--- config.mk ---
export PLATFORM = sky130hd
export DESIGN_NAME = gpio_input_conditioner
export DESIGN_NICKNAME = d
export VERILOG_FILES = /design/src/rtl/gpio_pkg.sv /design/src/rtl/gpio_debounce_cell.sv /design/src/rtl/gpio_input_conditioner.sv
export SDC_FILE = /design/constraint.sdc
export NUM_CORES = 1
export LEC_CHECK = 0
export ABC_AREA = 1
export BUFFER_PORTS_ARGS = -buffer_cell sky130_fd_sc_hd__clkbuf_2
export CAP_MARGIN = 30
export CORE_ASPECT_RATIO = 0.8
export CORE_MARGIN = 8
export CORE_UTILIZATION = 45
export CTS_CLUSTER_SIZE = 40
export DETAILED_ROUTE_END_ITERATION = 8
export PLACE_DENSITY = 0.65
export SETUP_SLACK_MARGIN = 0.4
export SLEW_MARGIN = 20
export SYNTH_ARGS = -nofsm -noshare
export SYNTH_HDL_FRONTEND = slang
export SYNTH_SLANG_ARGS = --single-unit
--- constraint.sdc ---
create_clock -name clk -period 3.35 [get_ports clk]
set_clock_uncertainty 0.05 [all_clocks]
set_input_delay 0.1675 -clock clk [delete_from_list [all_inputs] [get_ports clk]]
set_output_delay 0.1675 -clock clk [all_outputs]
set_load 0.03 [all_outputs]
--- src/rtl/gpio_pkg.sv ---
// Constants shared by the GPIO controller and its input conditioner.
package gpio_pkg;

  localparam int GPIO_IN_WIDTH          = 12;
  localparam int GPIO_OUT_WIDTH         = 18;
  localparam int DEFAULT_PRESCALE       = 1000;
  localparam int DEFAULT_DEBOUNCE_TICKS = 8;

  // Bits needed to count 0..n-1, never less than one.
  function automatic int cnt_width(input int n);
    return (n > 1) ? $clog2(n) : 1;
  endfunction

endpackage

--- src/rtl/gpio_debounce_cell.sv ---
// One pin: two-flop synchroniser, tick-driven stability counter, debounced
// level and single-cycle edge pulses coincident with the level change.
module gpio_debounce_cell
  import gpio_pkg::*;
#(
  parameter int DEBOUNCE_TICKS = DEFAULT_DEBOUNCE_TICKS
) (
  input  logic clk,
  input  logic rst,
  input  logic tick,
  input  logic raw,
  output logic stable,
  output logic rise,
  output logic fall
);

  localparam int             CW       = cnt_width(DEBOUNCE_TICKS);
  localparam logic [CW-1:0]  CNT_LAST = CW'(DEBOUNCE_TICKS - 1);

  logic          sync1_q, sync1_d;
  logic          sync2_q, sync2_d;
  logic [CW-1:0] cnt_q, cnt_d;
  logic          stable_q, stable_d;
  logic          rise_q, rise_d;
  logic          fall_q, fall_d;

  always_comb begin
    sync1_d  = raw;
    sync2_d  = sync1_q;
    cnt_d    = cnt_q;
    stable_d = stable_q;
    rise_d   = 1'b0;
    fall_d   = 1'b0;
    if (tick) begin
      // Any return to the accepted level restarts the stability window.
      if (sync2_q == stable_q) begin
        cnt_d = {CW{1'b0}};
      end else if (cnt_q == CNT_LAST) begin
        stable_d = sync2_q;
        cnt_d    = {CW{1'b0}};
        rise_d   = sync2_q;
        fall_d   = ~sync2_q;
      end else begin
        cnt_d = cnt_q + CW'(1);
      end
    end else begin
      cnt_d    = cnt_q;
      stable_d = stable_q;
    end
  end

  always_ff @(posedge clk) begin
    if (rst) begin
      sync1_q  <= 1'b0;
      sync2_q  <= 1'b0;
      cnt_q    <= {CW{1'b0}};
      stable_q <= 1'b0;
      rise_q   <= 1'b0;
      fall_q   <= 1'b0;
    end else begin
      sync1_q  <= sync1_d;
      sync2_q  <= sync2_d;
      cnt_q    <= cnt_d;
      stable_q <= stable_d;
      rise_q   <= rise_d;
      fall_q   <= fall_d;
    end
  end

  assign stable = stable_q;
  assign rise   = rise_q;
  assign fall   = fall_q;

endmodule

--- src/rtl/gpio_input_conditioner.sv ---
// Synchronises and debounces the raw GPIO pads, reports edges and latches
// enabled edge events into sticky pending flags that drive a level irq.
module gpio_input_conditioner
  import gpio_pkg::*;
#(
  parameter int WIDTH          = GPIO_IN_WIDTH,
  parameter int PRESCALE       = DEFAULT_PRESCALE,
  parameter int DEBOUNCE_TICKS = DEFAULT_DEBOUNCE_TICKS
) (
  input  logic             clk,
  input  logic             rst,
  input  logic [WIDTH-1:0] pin_raw,
  output logic [WIDTH-1:0] pin_stable,
  output logic [WIDTH-1:0] rise_pulse,
  output logic [WIDTH-1:0] fall_pulse,
  input  logic [WIDTH-1:0] event_en,
  input  logic [WIDTH-1:0] event_clear,
  output logic [WIDTH-1:0] event_pending,
  output logic             irq
);

  localparam int             PCW      = cnt_width(PRESCALE);
  localparam logic [PCW-1:0] PRE_LAST = PCW'(PRESCALE - 1);

  logic [PCW-1:0]   pre_q, pre_d;
  logic             tick_s;
  logic [WIDTH-1:0] pending_q, pending_d;

  // With PRESCALE=1 the counter sits at zero and tick is permanently high.
  assign tick_s = (pre_q == PRE_LAST);

  always_comb begin
    pre_d = pre_q;
    if (tick_s) begin
      pre_d = {PCW{1'b0}};
    end else begin
      pre_d = pre_q + PCW'(1);
    end
  end

  // A new event in the same cycle as its clear strobe must not be lost.
  always_comb begin
    pending_d = ((rise_pulse | fall_pulse) & event_en) | (pending_q & ~event_clear);
  end

  always_ff @(posedge clk) begin
    if (rst) begin
      pre_q     <= {PCW{1'b0}};
      pending_q <= {WIDTH{1'b0}};
    end else begin
      pre_q     <= pre_d;
      pending_q <= pending_d;
    end
  end

  for (genvar i = 0; i < WIDTH; i++) begin : g_pin
    gpio_debounce_cell #(
      .DEBOUNCE_TICKS(DEBOUNCE_TICKS)
    ) u_cell (
      .clk   (clk),
      .rst   (rst),
      .tick  (tick_s),
      .raw   (pin_raw[i]),
      .stable(pin_stable[i]),
      .rise  (rise_pulse[i]),
      .fall  (fall_pulse[i])
    );
  end

  assign event_pending = pending_q;
  assign irq           = |pending_q;

endmodule
==> out/metrics.cfg, run 1 <==
[clock_network]
ctsHoldBuffers = 32
cts_tree = yes
postCtsResizedCells = 0
cts.clk_slew.worst_paths_ns = 0.05
cts-htree-levels = 4
cts_sinks = 118
cts_buffers = 17
cts_buffer_depth = 2
clk_latency_ns = 0.40
root_buffer = clkbuf_16
post_cts_buffers = 0

[run]
cap_violations = 0

[yosys]
synth.distinct_cells = 30
yosysSeqAreaShare_pct = 47.1
synth_area_um2 = 5020
synth_nets = 684
ys_ff_latch = 118
syn_inst = 621
ys_warn_count = 0
syn_avg_cell_area_um2 = 8.08

[setup_path]
path_buf_inv = 2
required_ns = 3.55
critPathLaunch = pre_q[0]$_SDFF_PP0_
timing.rr.start = pre_q[0]$_SDFF_PP0_
crit_family = simple AND/OR/NAND/NOR gates
slowest_delay_ns = 0.55
cp_max_fo = 25
cp_slowest_cell = nor2_4
crit_path_end_kind = flop
critPathKind = reg2reg
worstPathArrival_ns = 2.21
startpoint_type = flop
path_cells = ha_1 > nand2_1 > inv_1 > nand3_2 > nor2_4 > inv_1 > nand2_1 > a21oi_1

[floorplan]
pin_count = 87
fp.coreArea_um2 = 10900
die_h_um = 110
initial_utilization_pct = 46.1
dieArea_um2 = 14800
rows = 34
die_x_um = 134

[finish]
fin_cells = 865
drive_gt1_share_pct = 19.3
syn2layout_area_growth_pct = 22.7
diodes = 0
fill_cells = 965
fin_nets = 771

[global_routing]
grt_max_degree = 52
grt_first_pass_wirelength_mm = 18.7
grt.total_usage_pct = 15.3
antenna_found_initial = 0
grt.overflow.total = 0
grt_pass1_vias = 4025

[timing]
setup_slack_ns = 1.35
fmax_ghz = 0.499
finalMaxSlewViolations = 0
fin_tns_setup_ns = 0
rsz0062_at_grt = false
hold_ws_ns = 0.00814
finalSetupViolations = 0
fin_crit_sh_pct = 59.8
relSlewSlack_pct = 53.4
min_period_ns = 2.00
max_slew.worst_pin.slew_ns = 0.698
finalHoldViolations = 0

[place]
place_ws_ns = 1.34
place_inst = 801
numPortBuffers = 86
place_congestion = 0.774
hpwl_mm = 7.36

[drt]
post_drt_wl_per_cell_um = 12.7
ant_nets = 0
via_count = 4058
drt-initial-drc-count = 190
viasPerCell = 4.69
drc = 0
drt_wl_total_mm = 11.0
dr.pass1.iters = 4

[pwr]
powerDensity_nw_per_um2 = 535
leakagePower_nw = 3.05
ir_drop_mv = 0.393
power.total_w = 0.00330

[min_path]
min_path_type = in2reg
hp-start = event_en[5]

[status]
status = complete, no violations

-- Yosys cell counts, drive strengths merged --
master | instances | area, µm²
a21oi | 20 | 104
buf | 47 | 363
clkbuf | 5 | 18.8
dfxtp | 118 | 2360
ha | 25 | 313
inv | 80 | 303
nand2 | 127 | 487
nand3 | 40 | 218
nand4 | 24 | 206
nor2 | 95 | 382
nor3 | 6 | 30.0
nor4 | 3 | 18.8
o21ai | 13 | 65.1
o21bai | 1 | 7.51
or2 | 3 | 18.8
xnor2 | 4 | 35.0
xor2 | 10 | 87.6
-- power by group --
part / total (W) / leakage [nW] / internal (W) / switching (W)
clock: 0.00175 / 0.278 / 0.00116 / 0.000593
combinational: 0.000109 / 1.81 / 0.0000495 / 0.0000592
sequential: 0.00143 / 0.956 / 0.00142 / 0.0000107
-- flip-flops by register name, indices dropped and copies added (netlist names) --
register / flops
g_pin.u_cell.cnt_q: 36
event_pending: 12
g_pin.u_cell.fall: 12
g_pin.u_cell.rise: 12
g_pin.u_cell.stable: 12
g_pin.u_cell.sync1_q: 12
g_pin.u_cell.sync2_q: 12
pre_q: 10
-- per-layer routing --
layer / vias to the layer above / part of all wire (%) / global-route usage (%)
met2: 95 / 47 / 25.4
met5: - / 0 / 0
li1: 2086 / - / -
met4: 0 / 2.0 / 6.65
met3: 22 / 5.6 / 4.94
met1: 1855 / 45 / 17.7
-- layout make-up --
class	instances	area [µm²]	share of cell area, %
clock buffer	22	444	7.21
clock inverter	10	130	2.11
inverter	80	303	4.92
multi-input combinational	371	1970	32.0
sequential	118	2360	38.4
tap	144	180	2.93
timing repair buffer	120	766	12.4
-- tightest hold or removal path, stage by stage --
cell      delay [ns]
clkbuf_2        0.08
o21ai_0         0.09
a21oi_1         0.07
-- final timing paths --
kind,end,slack [ns],cells past startpoint
max,g_pin[7].u_cell.cnt_q[0]$_SDFFE_PP0N_,1.35,8
min,event_pending[5]$_SDFF_PP0_,0.008,3
max reg2reg,g_pin[7].u_cell.cnt_q[0]$_SDFFE_PP0N_,1.35,8
min reg2reg,g_pin[5].u_cell.sync2_q$_SDFF_PP0_,0.35,2
-- logic make-up (layout without fill, tap and decap cells) --
kind of cell / Yosys count / after routing / share of synthesized area, %
xor+xnor: 14 / 14 / 2.44
fa+ha+maj: 25 / 25 / 6.23
flops: 118 / 118 / 47.1
buf+inv: 132 / 232 / 13.6
compound gates: 34 / 34 / 3.52
simple gates: 298 / 298 / 27.1
-- placed cells by master (no fill, tap or decap), drive strengths merged --
master,count
nand3,40
dfxtp,118
o21ai,13
buf,2
clkbuf,108
o21bai,1
nor4,3
inv,80
or2,3
bufinv,3
nor2,95
ha,25
nand4,24
dlygate4sd3,32
xor2,10
clkinv,5
nand2,127
xnor2,4
clkinvlp,2
a21oi,20
nor3,6
-- through the flow --
step                util [%]  instance area (µm²)
finish                  56.5                 6160
global route            56.5                 6160
global placement        48.3                 5260
detailed placement      48.3                 5260
CTS                     56.5                 6160
floorplan                  -                 5020
Note: power is estimated with default switching activity, not from simulation.
==> run 2: changes to the inputs <==
--- a/config.mk
+++ b/config.mk
@@ -5,7 +5,7 @@
 export SDC_FILE = /design/constraint.sdc
 export NUM_CORES = 1
 export LEC_CHECK = 0
-export ABC_AREA = 1
+export ABC_AREA = 0
 export BUFFER_PORTS_ARGS = -buffer_cell sky130_fd_sc_hd__clkbuf_2
 export CAP_MARGIN = 30
 export CORE_ASPECT_RATIO = 0.8
@@ -13,7 +13,7 @@
 export CORE_UTILIZATION = 45
 export CTS_CLUSTER_SIZE = 40
 export DETAILED_ROUTE_END_ITERATION = 8
-export PLACE_DENSITY = 0.65
+export PLACE_DENSITY = 0.66
 export SETUP_SLACK_MARGIN = 0.4
 export SLEW_MARGIN = 20
 export SYNTH_ARGS = -nofsm -noshare
==> constraint.sdc (replaced) <==
create_clock -name clk -period 1.9 [get_ports clk]
set_clock_uncertainty 0.05 [all_clocks]
set_input_delay 0.095 -clock clk [delete_from_list [all_inputs] [get_ports clk]]
set_output_delay 0.095 -clock clk [all_outputs]
set_load 0.03 [all_outputs]
==> run 2 against run 1 <==
Net effect:
- the run now ends with negative hold slack left
- synthesized cell count fell by 15%
- hold slack got worse by 0.011 ns
- critical path type unchanged
- core utilization rose by 9.7 points
==> out/metrics.cfg, run 2 <==
[finish]
syn2layout_area_growth_pct = 46.4
diodes = 0  ; unchanged
final_common_cell = dfxtp_1
drive_gt1_share_pct = 36.3  ; +17 points
regMostFlops = g_pin.u_cell.cnt_q
register_area_um2 = 2370  ; +0.53%
largest_reg_flops = 36  ; unchanged
fill_cells = 765  ; -21%
postLayoutCoreUtil_pct = 66.2  ; +9.7 points
final_cell_mix = dfxtp_1 (110), clkbuf_2 (85), a21oi_1 (38), nand2_1 (36), dlygate4sd3_1 (34)
multiInputGateArea_um2 = 2420  ; +23%
fin_nets = 714  ; -7.4%

[status]
violations = negative hold slack
status = finished with violations

[global_routing]
grt_use_met2_pct = 31.5  ; +6.2 points
grt_max_degree = 50  ; -3.8%
grt.overflow.total = 0  ; unchanged
grtUsageMet3_pct = 6.22  ; +1.3 points
grt_use_met1_pct = 19.6  ; +1.8 points
grt_first_pass_wirelength_mm = 20.2  ; +8.3%
busiest_layer = met2
grt_pass1_vias = 4128  ; +2.6%
antenna_found_initial = 0  ; unchanged
grt.total_usage_pct = 17.8  ; +2.5 points

[timing]
fmax_ghz = 0.582  ; +17%
max_slew.worst_pin.slew_ns = 0.859  ; +0.162 ns
finalMaxSlewViolations = 0  ; unchanged
fin_tns_setup_ns = 0  ; unchanged
hold_ws_ns = -0.00252  ; -0.0107 ns
fin_crit_sh_pct = 90.4  ; +31 points
finalHoldViolations = 1  ; +1
finalSetupViolations = 0  ; unchanged
min_period_ns = 1.72  ; -0.285 ns
relSlewSlack_pct = 42.6  ; -11 points
rsz0062_at_grt = true

[yosys]
synth_common_cells = dfxtp_1 (118), nand2_1 (47), a21oi_1 (39), o21ai_0 (39)
yosysSeqAreaShare_pct = 48.9  ; +1.9 points
synth_area_leaders = dfxtp_1 (49%), ha_1 (6.5%), buf_4 (5.8%), nand2b_1 (4.1%), a21oi_1 (4.0%)
synth.most_common_cell = dfxtp_1
ys_warn_count = 0  ; unchanged
synth_nets = 593  ; -13%
synth_area_leader_cell = dfxtp_1
synth-edff-count = 0  ; unchanged
synth-main-ff-cell = dfxtp_1
syn_avg_cell_area_um2 = 9.11  ; +13%
synth_area_um2 = 4830  ; -3.8%
async_reset_ff_share_pct = 0  ; unchanged
synth_top_area_share_pct = 48.9  ; +1.9 points
syn_inst = 530  ; -15%
ys_ff_latch = 118  ; unchanged
synth.distinct_cells = 36  ; +20%

[drt]
dr.pass1.iters = 4  ; unchanged
via_count = 4151  ; +2.3%
ant_nets = 0  ; unchanged
viasPerCell = 5.14  ; +9.5%
drc = 0  ; unchanged
drt-initial-drc-count = 354  ; +86%
post_drt_wl_per_cell_um = 16.8  ; +32%
drt_wl_total_mm = 13.6  ; +24%

[place]
place_congestion = 0.759  ; -1.9%
numPortBuffers = 86  ; unchanged
hpwl_mm = 7.01  ; -4.8%

[clock_network]
cts.clk_slew.worst_paths_ns = 0.05  ; about the same
cts_buffers = 17  ; unchanged
root_buffer = clkbuf_16
clk_latency_ns = 0.42  ; +0.02 ns
cts_sinks = 118  ; unchanged
cts_tree = yes
cts_buffer_depth = 2  ; unchanged
cts-htree-levels = 4  ; unchanged

[floorplan]
die_h_um = 109  ; -1.6%
dieArea_um2 = 14300  ; -3.3%
die_x_um = 132  ; -1.7%
fp.coreArea_um2 = 10700  ; -2.0%
initial_utilization_pct = 45.2  ; -0.86 points
pin_count = 87  ; unchanged
rows = 34  ; unchanged

[run]
cap_violations = 0  ; unchanged

[pwr]
cellInternalPower_w = 0.00533  ; +100%
ir_drop_mv = 0.571  ; +45%
leakagePower_nw = 3.03  ; -0.66%
clockPowerShare_pct = 58.2  ; +5.0 points
power_switching_w = 0.00123  ; +85%
p_comb_share_pct = 3.2  ; about the same
sw_frac_of_total_pct = 18.7  ; -1.4 points
powerDensity_nw_per_um2 = 928  ; +73%
seqPwrFrac_pct = 38.6  ; -4.9 points
power.total_w = 0.00656  ; +99%

[setup_path]
startpoint_type = flop
worstPathArrival_ns = 2.02  ; -0.19 ns
timing.rr.start = pre_q[1]$_SDFF_PP0_
r2r_end = g_pin[3].u_cell.rise$_SDFF_PP0_
cp_max_fo = 6  ; -76%
r2r_slack_ns = 0.18  ; -1.16 ns
crit_path_end_kind = flop
critPathKind = reg2reg
reg2regPathDepth = 9  ; +1
required_ns = 2.20  ; -1.35 ns

[min_path]
hp-start = event_en[1]
hold_depth = 3  ; unchanged
min_path_type = in2reg
hold_end = event_pending[1]$_SDFF_PP0_

-- run 2: cell count changes in the layout (fill, tap and decap cells not counted), sizes merged, moves of 5 or more --
cell	change
nand4	-21
xor2	-7
clkbuf	+5
nand2b	+32
nand2	-80
nor2	-58
o2bb2ai	+10
buf	+36
o21ai	+33
nor2b	+24
inv	-66
a21oi	+19
-- run 2: worst max-delay path by stage --
| stage | from | to | slack [ns] | cells past startpoint |
|---|---|---|---|---|
| final | pre_q[1]$_SDFF_PP0_ | g_pin[3].u_cell.rise$_SDFF_PP0_ | 0.18 | 9 |
| after detailed placement | pre_q[0]$_SDFF_PP0_ | g_pin[1].u_cell.cnt_q[0]$_SDFFE_PP0N_ | 0.09 | 5 |
| after CTS | pre_q[0]$_SDFF_PP0_ | g_pin[4].u_cell.cnt_q[2]$_SDFFE_PP0N_ | 0.28 | 6 |
| after global routing | pre_q[1]$_SDFF_PP0_ | g_pin[1].u_cell.rise$_SDFF_PP0_ | 0.1 | 8 |
| after floorplan | pre_q[1]$_SDFF_PP0_ | g_pin[11].u_cell.stable$_SDFFE_PP0P_ | 0.30 | 7 |
| after global placement | pre_q[0]$_SDFF_PP0_ | g_pin[1].u_cell.cnt_q[0]$_SDFFE_PP0N_ | 0.17 | 5 |
-- run 2: kinds of logic after synthesis --
logic type	share of synthesized area (%)
flops	48.9
simple gates	21.9
buf+inv	8.97
fa+ha+maj	6.48
compound gates	12.4
xor+xnor	1.27
-- run 2: through the flow --
| stage | worst slack (ns) | std cells | instance area (µm²) |
|---|---|---|---|
| finish | 0.182 | 808 | 7070 |
| global route | 0.0973 | 808 | 7070 |
| CTS | 0.277 | 797 | 6660 |
| detailed placement | 0.0926 | 709 | 5190 |
| global placement | 0.166 | 709 | 5190 |
| floorplan | 0.299 | 530 | 4850 |
-- run 2: final cells by class --
class,instances,share of cell area [%]
clock inverters,7,2.62
flip-flops and latches,118,33.6
clock buffers,25,7.43
repair buffers,160,18.9
well taps,144,2.55
inverters,14,0.743
multi-input cells,340,34.2
-- run 2: what timing repair did --
item / in CTS / in global routing
gates cloned: 6 / 3
buffers inserted: 16 / 8
gates resized for setup: 42 / 91
hold buffers: 34 / 0
hold endpoints to repair: 24 / 0
pin swaps: 16 / 43
endpoints found under the setup margin: 78 / 81
-- run 2: layer usage --
metal	part of all wire [%]	routed length (µm)
met1	39	5310
met2	52	7030
met3	7.4	1010
met4	1.6	220
met5	0	0
-- run 2: power by group through the flow --
| stage | combinational [W] | sequential, W | clock [W] |
|---|---|---|---|
| 6_report | 0.000211 | 0.00253 | 0.00382 |
| 5_1_grt | 0.000229 | 0.00253 | 0.00397 |
| 4_1_cts | 0.000191 | 0.00253 | 0.00382 |
| 3_5_place_dp | 0.000137 | 0.00258 | 0 |
| 3_3_place_gp | 0.000132 | 0.00258 | 0 |
| 2_1_floorplan | 0.0000817 | 0.00258 | 0 |
-- run 2: worst max-delay path: stages (launching register included) --
cell and delay, ns:
dfxtp_2 0.35, ha_4 0.16, nand4bb_4 0.17, buf_6 0.17, nor4_4 0.19, buf_4 0.18, buf_12 0.14, buf_12 0.12
nand2_4 0.05, nor2_1 0.08
